===== src/rtl/zeta_addr_gen.sv =====
// zeta_addr_gen: per-stage twiddle address sequencer for the NTT/INTT zeta ROM bank.
// Each stage counts butterfly pairs independently and emits both lane addresses plus ROM-aligned valid/done.
module zeta_addr_gen #(
  parameter int NTT_STAGE_CNT = 8,
  parameter int ROM_LATENCY   = 1
) (
  input  logic                                              clk,
  input  logic                                              rst_n,
  input  logic                                              i_clear,
  input  logic                                              i_inverse,
  input  logic [NTT_STAGE_CNT-1:0]                          i_bf_valid,
  output logic [1:0][NTT_STAGE_CNT-1:0][NTT_STAGE_CNT-2:0]  o_rom_addr,
  output logic [NTT_STAGE_CNT-1:0]                          o_zeta_valid,
  output logic [NTT_STAGE_CNT-1:0]                          o_poly_done
);
  localparam int KW = NTT_STAGE_CNT - 2;
  localparam int AW = NTT_STAGE_CNT - 1;

  for (genvar s = 0; s < NTT_STAGE_CNT; s++) begin : g_stage
    localparam logic [AW-1:0] MASK = AW'((1 << s) - 1);
    logic [KW-1:0]        r_k;
    logic                 r_inv;
    logic [AW-1:0]        r_a0, r_a1;
    logic [ROM_LATENCY:0] r_vld, r_last;
    logic                 w_inv;
    logic [AW-1:0]        w_g0, w_g1;
    // the first pair of a polynomial uses the live mode, later pairs the latched one
    assign w_inv = (r_k == '0) ? i_inverse : r_inv;
    assign w_g0  = {r_k, 1'b0} >> (AW - s);
    assign w_g1  = {r_k, 1'b1} >> (AW - s);
    always_ff @(posedge clk or negedge rst_n)
      if (!rst_n) begin
        r_k    <= '0;
        r_inv  <= 1'b0;
        r_a0   <= '0;
        r_a1   <= '0;
        r_vld  <= '0;
        r_last <= '0;
      end else if (i_clear) begin
        r_k    <= '0;
        r_vld  <= '0;
        r_last <= '0;
      end else begin
        r_vld  <= {r_vld[ROM_LATENCY-1:0], i_bf_valid[s]};
        r_last <= {r_last[ROM_LATENCY-1:0], i_bf_valid[s] & (&r_k)};
        if (i_bf_valid[s]) begin
          r_k   <= r_k + KW'(1);
          r_inv <= w_inv;
          // group index never exceeds MASK, so the reversed address is a plain XOR
          r_a0  <= w_inv ? (MASK ^ w_g0) : w_g0;
          r_a1  <= w_inv ? (MASK ^ w_g1) : w_g1;
        end
      end
    assign o_rom_addr[0][s] = r_a0;
    assign o_rom_addr[1][s] = r_a1;
    assign o_zeta_valid[s]  = r_vld[ROM_LATENCY];
    assign o_poly_done[s]   = r_last[ROM_LATENCY];
  end
endmodule


===== config.mk =====
export PLATFORM = sky130hd
export DESIGN_NAME = zeta_addr_gen
export DESIGN_NICKNAME = d
export VERILOG_FILES = /design/src/rtl/zeta_addr_gen.sv
export SDC_FILE = /design/constraint.sdc
export NUM_CORES = 1
export LEC_CHECK = 0
export ABC_AREA = 0
export BUFFER_PORTS_ARGS = -buffer_cell sky130_fd_sc_hd__buf_2
export CAP_MARGIN = 5
export CORE_MARGIN = 3
export CORE_UTILIZATION = 59
export CTS_BUF_LIST = sky130_fd_sc_hd__clkbuf_4 sky130_fd_sc_hd__clkbuf_8 sky130_fd_sc_hd__clkbuf_16
export CTS_CLUSTER_SIZE = 30
export DETAILED_ROUTE_END_ITERATION = 8
export HOLD_SLACK_MARGIN = 0.08
export PLACE_DENSITY = 0.83
export SLEW_MARGIN = 25
export SYNTH_ARGS = -nofsm -noshare
export SYNTH_HDL_FRONTEND = slang
export SYNTH_SLANG_ARGS = --single-unit

===== constraint.sdc =====
create_clock -name clk -period 2.5 [get_ports clk]
set_input_delay 0.375 -clock clk [delete_from_list [all_inputs] [get_ports clk]]
set_output_delay 0.375 -clock clk [all_outputs]
set_load 0.005 [all_outputs]

==> metrics.csv, run 1 <==
metric;value;unit
crit_buf_inv;0;
numCtsBuffers;17;
synth_adder_area_share;3.120;%
grt_pass1_wl;17420;um
synth_cells;608;
port_buffers;83;
grt_use_total;19.09;%
synthSimpleGateAreaFrac;17.52;%
initial_core_util;60.97;%
yosysTopAreaCell;dfrtp_1;
slew_viol_final;0;
firstDrtPassIters;4;
setup_violations;0;
ys_warn_count;0;
placedCellCount;758;
antenna_found_initial;0;
rsz0062_at_grt;no;
wl_per_cell;13.15;um
fin_tns_setup;0;ns
cts.clk_slew.worst_paths;0.05;ns
antenna_left;0;
die_h;107.0;um
globalRouteOverflowTotal;0;
path_cells;nor4_1 -> and2_1 -> mux2i_2 -> mux2_2;
p_leak;3.250;nW
antenna_cells;0;
final_cells;790;
synth_cell_types;31;
rows;36;
cap_violations;0;
timing.final.crit_share;69.97;%
dominantRegCellSynth;dfrtp_1;
synth_compound_area_share;7.052;%
skew;0.006054;ns
viasPerCell;5.176;
gp_congestion;0.8151;
syn2layout_area_growth;10.03;%
cts_setup_buffers;0;
wl;10390;um
fmax;571.7;MHz
grt_pass1_vias;3868;
cp_top_family;multiplexers;
power;5.206;mW
worst_slew_pin_slew;0.5970;ns
synth_top_family_by_area;simple AND/OR/NAND/NOR gates;
slew_headroom;60.20;%
cts.sinks;115;
hold_path.class;in2reg;
layout.nets;672;
multi_input_area;2390;um2
synth_edf_count;0;
die_area;11440;um2
clockBufferDepth;2;
path_class;reg2reg;
cp.required;2.94;ns
ys_ff_latch;115;
startpoint_type;flip-flop;
hold_viol_final;0;
status;finished, final reports clean;
drt_iter0_markers;226;
tritoncts;yes;
die_width;107.0;um
max_stage_delay;0.46;ns
core;9864;um2
period_needed;1.749;ns
power_density;786.7;nW/um2
netlist_area;6015;um2
cp.arrival;2.19;ns
synth-xor-area-share;4.660;%
ir_drop;0.0004668;V
clockRootBuffer;clkbuf_8;
cts.htree.levels;4;
critPathCaptureType;flip-flop;
final.fill_count;741;
synthArstFlopShare;100.0;%
yosysSeqAreaShare;47.85;%
synthTopCellsByArea;dfrtp_1, buf_4, xor2_1, ha_1, nor2_1;
syn_area_per_cell;9.892;um2
hpwl;7137;um
dr_total_vias;4089;
cp_max_fo;7;
register_area;2878;um2
drive_above_1_share;20.09;%
grt_max_degree;45;
insertion_delay;0.51;ns
drc_errors;0;
cp_slowest_cell;dfrtp_1;
synth_top_area_share;47.85;%
io_pins;140;
synth_mux_area_share;3.890;%
==> Yosys cell counts, types with 13 or more instances <==
master	number
nor2_1	45
nor3b_1	21
o31ai_1	21
xor2_1	24
clkbuf_1	15
dfrtp_1	115
a21oi_1	29
inv_1	21
nand3_1	16
nor2b_1	17
mux2i_1	13
o21ai_0	14
nand4_1	16
ha_1	15
nor3_1	13
nand2b_1	13
nand2_1	40
buf_4	101
==> power breakdown <==
group / leakage [nW] / internal [mW] / switching [mW] / total [mW]
registers: 1.52 / 2.03 / 0.163 / 2.20
clock network: 0.295 / 1.57 / 0.751 / 2.32
logic: 1.43 / 0.322 / 0.370 / 0.692
total: 3.25 / 3.92 / 1.29 / 5.21
==> cells in the final DEF, fill, tap and decap left out, types with 7 or more instances in the layout <==
cell type,instances
dfrtp_1,115
buf_2,82
conb_1,56
nor2_1,45
nand2_1,40
a21oi_1,29
xor2_1,24
inv_1,21
nor3b_1,21
o31ai_1,21
nor2b_1,17
nand3_1,16
nand4_1,16
clkbuf_16,16
ha_1,15
o21ai_0,14
nand2b_1,13
nor3_1,13
mux2i_1,13
clkbuf_8,9
xnor2_1,8
or3_1,8
mux2_2,8
buf_4,7
==> repair_timing <==
| item | in CTS | in global routing |
|---|---|---|
| endpoints found under the setup margin | 0 | 0 |
| hold endpoints to repair | 29 | 0 |
| resized for setup | 0 | 0 |
| hold buffers | 1 | 0 |
==> cell type report <==
type / instances / share of cell area (%)
Multi-Input combinational cell: 398 / 36.11
Clock inverter: 2 / 0.5672
Inverter: 21 / 1.191
Timing Repair Buffer: 92 / 7.752
Tap cell: 133 / 2.515
Sequential cell: 115 / 43.49
Clock buffer: 29 / 8.376
==> cells by family after synthesis <==
kind of cell             count (synthesis)
flip-flops                             115
buffers and inverters                  150
AO/OA/AOI/OAI                           70
AND/OR/NAND/NOR                        203
other                                    1
XOR/XNOR                                32
adder cells (fa/ha/maj)                 15
multiplexers                            22
==> path summary, 6_finish.rpt <==
kind	from	to	slack [ns]	cells after the start
max in group asynchronous	rst_n	g_stage[6].r_inv$_DFFE_PN0P_	1.46	3
worst min-delay path	i_bf_valid[0]	g_stage[0].r_vld[0]$_DFF_PN0_	0.18	2
worst min register to register	g_stage[7].r_vld[0]$_DFF_PN0_	g_stage[7].r_vld[1]$_DFF_PN0_	0.46	1
worst max-delay path	g_stage[7].r_k[3]$_DFFE_PN0P_	g_stage[7].r_a1[0]$_DFFE_PN0P_	0.75	4
min in group asynchronous	rst_n	g_stage[5].r_a1[4]$_DFFE_PN0P_	0.35	2
worst max register to register	g_stage[7].r_k[3]$_DFFE_PN0P_	g_stage[7].r_a1[0]$_DFFE_PN0P_	0.75	4
==> worst reg2reg max path, stage by stage (launching register included) <==
cell and delay (ns):
dfrtp_1 0.46, nor4_1 0.30, and2_1 0.30, mux2i_2 0.40, mux2_2 0.22
==> sequential cells by signal (all words and copies together), names as in the netlist, named ones only <==
register        flops
g_stage.r_k        48
g_stage.r_a1       22
g_stage.r_last     16
g_stage.r_vld      16
g_stage.r_a0        7
g_stage.r_inv       5
==> routing by layer <==
metal | vias to the layer above | global-route usage, % | wire (um)
met5 | - | 0 | 0
met4 | 0 | 6.941 | 96
met3 | 11 | 6.141 | 631
met2 | 140 | 32.19 | 5353
met1 | 1978 | 22.99 | 4310
li1 | 1960 | - | -
==> stage by stage <==
step / utilization [%] / hold WS, ns / worst slack [ns] / cell area [um2]
2_1_floorplan: - / 0.07941 / 1.027 / 6221
3_3_place_gp: 60.98 / 0.3362 / 0.5946 / 6016
3_5_place_dp: 60.98 / 0.3408 / 0.5563 / 6016
4_1_cts: 67.09 / 0.1556 / 0.7590 / 6618
5_1_grt: 67.09 / 0.1645 / 0.5459 / 6618
6_report: 67.09 / 0.1781 / 0.7508 / 6618
Note: power is estimated with default switching activity, not from simulation.
==> run 2: changes to the inputs <==
Settings changed: CORE_UTILIZATION 59 to 49, PLACE_DENSITY 0.83 to 0.74.
Clock period 2.5 ns to 1.4 ns, I/O delays scaled along.
==> metrics.csv, run 2 (synthesis gave the netlist of run 1 again) <==
metric;value;unit;change
critPathCaptureType;flip-flop;;unchanged
setup_violations;1;;was 0
ir_drop;0.0007949;V;was 0.0004668 V
initial_core_util;51.36;%;was 60.97%
globalRouteOverflowTotal;0;;unchanged
power;9.485;mW;was 5.206 mW
cp.arrival;1.77;ns;was 2.19 ns
insertion_delay;0.41;ns;was 0.51 ns
max_stage_delay;0.40;ns;was 0.46 ns
wl;11970;um;was 10,390 um
path_class;reg2reg;;unchanged
rsz0062_at_grt;yes;;was no
syn2layout_area_growth;18.81;%;was 10.03%
grt_pass1_vias;4212;;was 3,868
path_cells;nor4_2 -> and2_4 -> mux2i_4 -> mux2_4;;was nor4_1 -> and2_1 -> mux2i_2 -> mux2_2
core;11710;um2;was 9864 um2
dr_total_vias;4345;;was 4,089
clockRootBuffer;clkbuf_16;;was clkbuf_8
rows;39;;was 36
die_width;116.8;um;was 107.0 um
violations;setup timing;;
fin_area;7146;um2;was 6618 um2
largest_register_ff_count;48;;unchanged
hpwl;8080;um;was 7137 um
pwr-share-comb;15.9;%;was 13.3%
p_clk_share;43.0;%;was 44.5%
hold_ws;0.1140;ns;was 0.1781 ns
antenna_found_initial;0;;unchanged
viasPerCell;5.118;;was 5.176
io_pins;140;;unchanged
cts.htree.levels;4;;unchanged
place_area;6426;um2;was 6016 um2
numCtsBuffers;17;;unchanged
grt_max_degree;70;;was 45
cts.clk_slew.worst_paths;0.05;ns;about the same
cap_violations;0;;unchanged
grt_pass1_wl;19710;um;was 17,420 um
antenna_left;0;;unchanged
hold_path.class;in2reg;;unchanged
clockBufferDepth;2;;unchanged
post-place-ws;-0.009992;ns;was 0.5563 ns
switching_share;25.59;%;was 24.68%
crit_buf_inv;0;;unchanged
cp_slowest_cell;dfrtp_1;;unchanged
worst_slew_pin_slew;0.5344;ns;was 0.5970 ns
p_switching;2.428;mW;was 1.285 mW
pwr-share-seq;41.2;%;was 42.2%
placedCellCount;817;;was 758
timing.final.crit_share;101.3;%;was 69.97%
slew_headroom;64.38;%;was 60.20%
cts.sinks;115;;unchanged
drive_above_1_share;29.04;%;was 20.09%
drc_errors;0;;unchanged
layout_commonest_cell;dfrtp_1;;unchanged
finalWorstSetupSlack;-0.01767;ns;was 0.7508 ns
period_needed;1.418;ns;was 1.749 ns
antenna_cells;0;;unchanged
use_met1;21.64;%;was 22.99%
tritoncts;yes;;unchanged
port_buffers;83;;unchanged
p_int;7.057;mW;was 3.921 mW
power_density;1327;nW/um2;was 786.7 nW/um2
drt_iter0_markers;312;;was 226
final_cell_mix;dfrtp_1, buf_2, conb_1;;unchanged
slew_viol_final;0;;unchanged
firstDrtPassIters;4;;unchanged
use_met3;5.553;%;was 6.141%
startpoint_type;flip-flop;;unchanged
top_register;g_stage.r_k;;unchanged
wl_per_cell;14.10;um;was 13.15 um
skew;0.008017;ns;was 0.006054 ns
status;finished, violations left;;was finished, final reports clean
grt_use_total;18.48;%;was 19.09%
hold_viol_final;0;;unchanged
cp.required;1.75;ns;was 2.94 ns
gp_congestion;0.8179;;was 0.8151
p_leak;3.549;nW;was 3.250 nW
final_cells;849;;was 790
fmax;705.4;MHz;was 571.7 MHz
die_area;13640;um2;was 11,440 um2
die_h;116.8;um;was 107.0 um
grt-busiest-layer;met2;;unchanged
use_met2;31.29;%;was 32.19%
cp_max_fo;5;;was 7
layout.nets;722;;was 672
top_regs;g_stage.r_k x48, g_stage.r_a1 x22;;unchanged
cp_top_family;simple AND/OR/NAND/NOR gates;;was multiplexers
-- run 2: changes by cell type in the layout (fill, tap and decap cells not counted), sizes merged --
cell      before  now
clkinvlp       1    0
clkbuf        29   25
clkinv         0    4
buf           91  141
-- run 2: per-stage QoR --
step | TNS, ns | util, %
6_report | -0.01767 | 61.02
2_1_floorplan | -0.04149 | -
5_1_grt | -1.168 | 61.02
3_3_place_gp | 0 | 54.87
4_1_cts | 0 | 60.24
3_5_place_dp | -0.01764 | 54.87
-- run 2: layout make-up --
type	count	area [um2]
clock inverter	5	50.05
sequential	115	2879
clock buffer	25	516.7
multi-input combinational	398	2537
tap	143	178.9
fill	941	4566
inverter	21	78.83
timing repair buffer	142	904.6
-- run 2: worst register-to-register path: cells and delay by family (launching register included) --
kind,cells,cell delay (ns)
DFF,1,0.40
muxes,2,0.47
and+or+nand+nor,2,0.49
-- run 2: final timing paths --
path	start	to	slack, ns	depth (start not counted)
worst max-delay path	g_stage[7].r_k[2]$_DFFE_PN0P_	g_stage[7].r_a1[0]$_DFFE_PN0P_	-0.02	4
worst min-delay path	i_bf_valid[0]	g_stage[0].r_vld[0]$_DFF_PN0_	0.11	2
worst max register to register	g_stage[7].r_k[2]$_DFFE_PN0P_	g_stage[7].r_a1[0]$_DFFE_PN0P_	-0.02	4
worst min register to register	g_stage[7].r_last[0]$_DFF_PN0_	g_stage[7].r_last[1]$_DFF_PN0_	0.46	1
max in group asynchronous	rst_n	g_stage[7].r_a0[0]$_DFFE_PN0P_	0.70	3
min in group asynchronous	rst_n	g_stage[1].r_last[0]$_DFF_PN0_	0.32	3
-- run 2: repair_timing --
action	4_1_cts	5_1_grt
resized for setup	10	17
pin swaps	3	11
buffers inserted	0	1
setup endpoints to repair	7	32
endpoints found under the hold margin	115	0
hold buffers	1	0
-- run 2: routing by layer --
metal	vias up	part of all wire (%)
met4	0	2.0
met1	2132	42
met3	21	5.0
li1	2068	-
met2	124	51
met5	-	0
-- run 2: power groups by stage --
| stage | clock [mW] | sequential, mW | combinational, mW |
|---|---|---|---|
| floorplan | 0 | 3.90 | 1.10 |
| global placement | 0 | 3.93 | 1.37 |
| detailed placement | 0 | 3.95 | 1.42 |
| CTS | 4.17 | 3.90 | 1.46 |
| global route | 4.33 | 3.95 | 1.69 |
| finish | 4.08 | 3.90 | 1.51 |
==> run 3: changes to the inputs <==
Settings changed: TNS_END_PERCENT set to 5.
==> metrics.csv, run 3 (synthesis gave the netlist of run 1 again) <==
metric;value;unit;change
wl;11760;um;was 11,970 um
wl_per_cell;13.80;um;was 14.10 um
hpwl;8158;um;was 8080 um
fmax;694.9;MHz;was 705.4 MHz
cp_slowest_cell;dfrtp_1;;unchanged
die_h;116.8;um;unchanged
slew_headroom;64.01;%;was 64.38%
finalWorstSetupSlack;-0.03906;ns;was -0.01767 ns
p_leak;3.574;nW;was 3.549 nW
path_cells;nor4_2 -> and2_4 -> mux2i_4 -> mux2_4;;unchanged
fin_tns_setup;-0.1799;ns;was -0.01767 ns
final_cell_mix;dfrtp_1, buf_2, buf_4;;was dfrtp_1, buf_2, conb_1
worst_slew_pin_slew;0.5399;ns;was 0.5344 ns
grt_pass1_wl;19270;um;was 19,710 um
post-place-ws;-0.05620;ns;was -0.009992 ns
cts.htree.levels;4;;unchanged
slew_viol_final;0;;unchanged
antenna_found_initial;0;;unchanged
drt_iter0_markers;326;;was 312
largest_register_ff_count;48;;unchanged
hold_viol_final;0;;unchanged
syn2layout_area_growth;19.51;%;was 18.81%
top_layer;met4;;unchanged
antenna_left;0;;unchanged
die_area;13640;um2;unchanged
io_pins;140;;unchanged
hold_ws;0.1156;ns;was 0.1140 ns
final_cells;852;;was 849
setup_violations;9;;was 1
cp.arrival;1.79;ns;was 1.77 ns
hold_path.class;in2reg;;unchanged
die_width;116.8;um;unchanged
port_buffers;83;;unchanged
firstDrtPassIters;4;;unchanged
violations;setup timing;;unchanged
gp_congestion;0.8270;;was 0.8179
tritoncts;yes;;unchanged
path_class;reg2reg;;unchanged
top_regs;g_stage.r_k x48, g_stage.r_a1 x22;;unchanged
route.met3.wl;599;um;was 600 um
layout.nets;723;;was 722
clockBufferDepth;2;;unchanged
power_density;1372;nW/um2;was 1327 nW/um2
drc_errors;0;;unchanged
skew;0.007346;ns;was 0.008017 ns
met1_length;5001;um;was 4976 um
cts.sinks;115;;unchanged
layout_commonest_cell;dfrtp_1;;unchanged
cap_violations;0;;unchanged
ir_drop;0.0009708;V;was 0.0007949 V
clockRootBuffer;clkbuf_16;;unchanged
cp_max_fo;5;;unchanged
max_stage_delay;0.41;ns;was 0.40 ns
globalRouteOverflowTotal;0;;unchanged
numCtsBuffers;17;;unchanged
startpoint_type;flip-flop;;unchanged
place_area;6434;um2;was 6426 um2
rsz0062_at_grt;yes;;unchanged
power;9.864;mW;was 9.485 mW
core;11710;um2;unchanged
drive_above_1_share;28.91;%;was 29.04%
top_register;g_stage.r_k;;unchanged
fin_area;7188;um2;was 7146 um2
utilization;61.38;%;was 61.02%
cp.required;1.75;ns;about the same
grt_pass1_vias;4105;;was 4,212
routed-wl-met2;6024;um;was 6160 um
initial_core_util;51.36;%;unchanged
dr_total_vias;4244;;was 4,345
grt_max_degree;55;;was 70
timing.final.crit_share;102.8;%;was 101.3%
status;finished, violations left;;unchanged
placedCellCount;818;;was 817
critPathCaptureType;flip-flop;;unchanged
insertion_delay;0.41;ns;about the same
cts.clk_slew.worst_paths;0.05;ns;about the same
viasPerCell;4.981;;was 5.118
period_needed;1.439;ns;was 1.418 ns
final.fill_count;925;;was 941
grt_use_total;18.02;%;was 18.48%
antenna_cells;0;;unchanged
rows;39;;unchanged
## run 3: changes by cell type in the layout (fill, tap and decap cells not counted), sizes merged
cell	previous run	this run
bufinv	1	3
clkinvlp	0	2
buf	141	142
clkbuf	25	23
## run 3: cell type report
| class | count | area [um2] | area share [%] |
|---|---|---|---|
| sequential | 115 | 2879 | 40.05 |
| multi-input combinational | 398 | 2516 | 35.00 |
| timing repair buffer | 143 | 908.4 | 12.64 |
| clock buffer | 23 | 501.7 | 6.980 |
| tap | 143 | 178.9 | 2.489 |
| clock inverter | 9 | 125.1 | 1.741 |
| inverter | 21 | 78.83 | 1.097 |
## run 3: routing by layer
metal | vias to the layer above | GRT usage (%)
met2 | 104 | 29.43
met1 | 2053 | 21.97
li1 | 2072 | -
met4 | 0 | 7.645
met5 | - | 0
met3 | 15 | 5.964
## run 3: final timing paths
check	startpoint	cells after the start	endpoint	slack (ns)
max	g_stage[7].r_k[5]$_DFFE_PN0P_	4	g_stage[7].r_a1[0]$_DFFE_PN0P_	-0.04
min in group asynchronous	rst_n	2	g_stage[1].r_inv$_DFFE_PN0P_	0.19
max in group asynchronous	rst_n	3	g_stage[6].r_last[0]$_DFF_PN0_	0.66
min	i_bf_valid[0]	2	g_stage[0].r_vld[0]$_DFF_PN0_	0.12
max reg2reg	g_stage[7].r_k[5]$_DFFE_PN0P_	4	g_stage[7].r_a1[0]$_DFFE_PN0P_	-0.04
min reg2reg	g_stage[1].r_vld[0]$_DFF_PN0_	1	g_stage[1].r_vld[1]$_DFF_PN0_	0.46
## run 3: power breakdown
group	switching, mW	internal, mW
logic	0.760	0.711
registers	0.270	3.63
clock network	1.46	3.04
total	2.49	7.38
## run 3: critical path: cells and delay by family (launching register included)
family           cells  cell delay, ns
muxes                2            0.47
DFF                  1            0.41
and+or+nand+nor      2            0.50
## run 3: timing repair
item	4_1_cts	5_1_grt
resized for setup	7	15
hold buffers	1	0
setup endpoints to repair	14	35
endpoints found under the hold margin	115	0
setup buffers	0	1
pin swaps	5	7
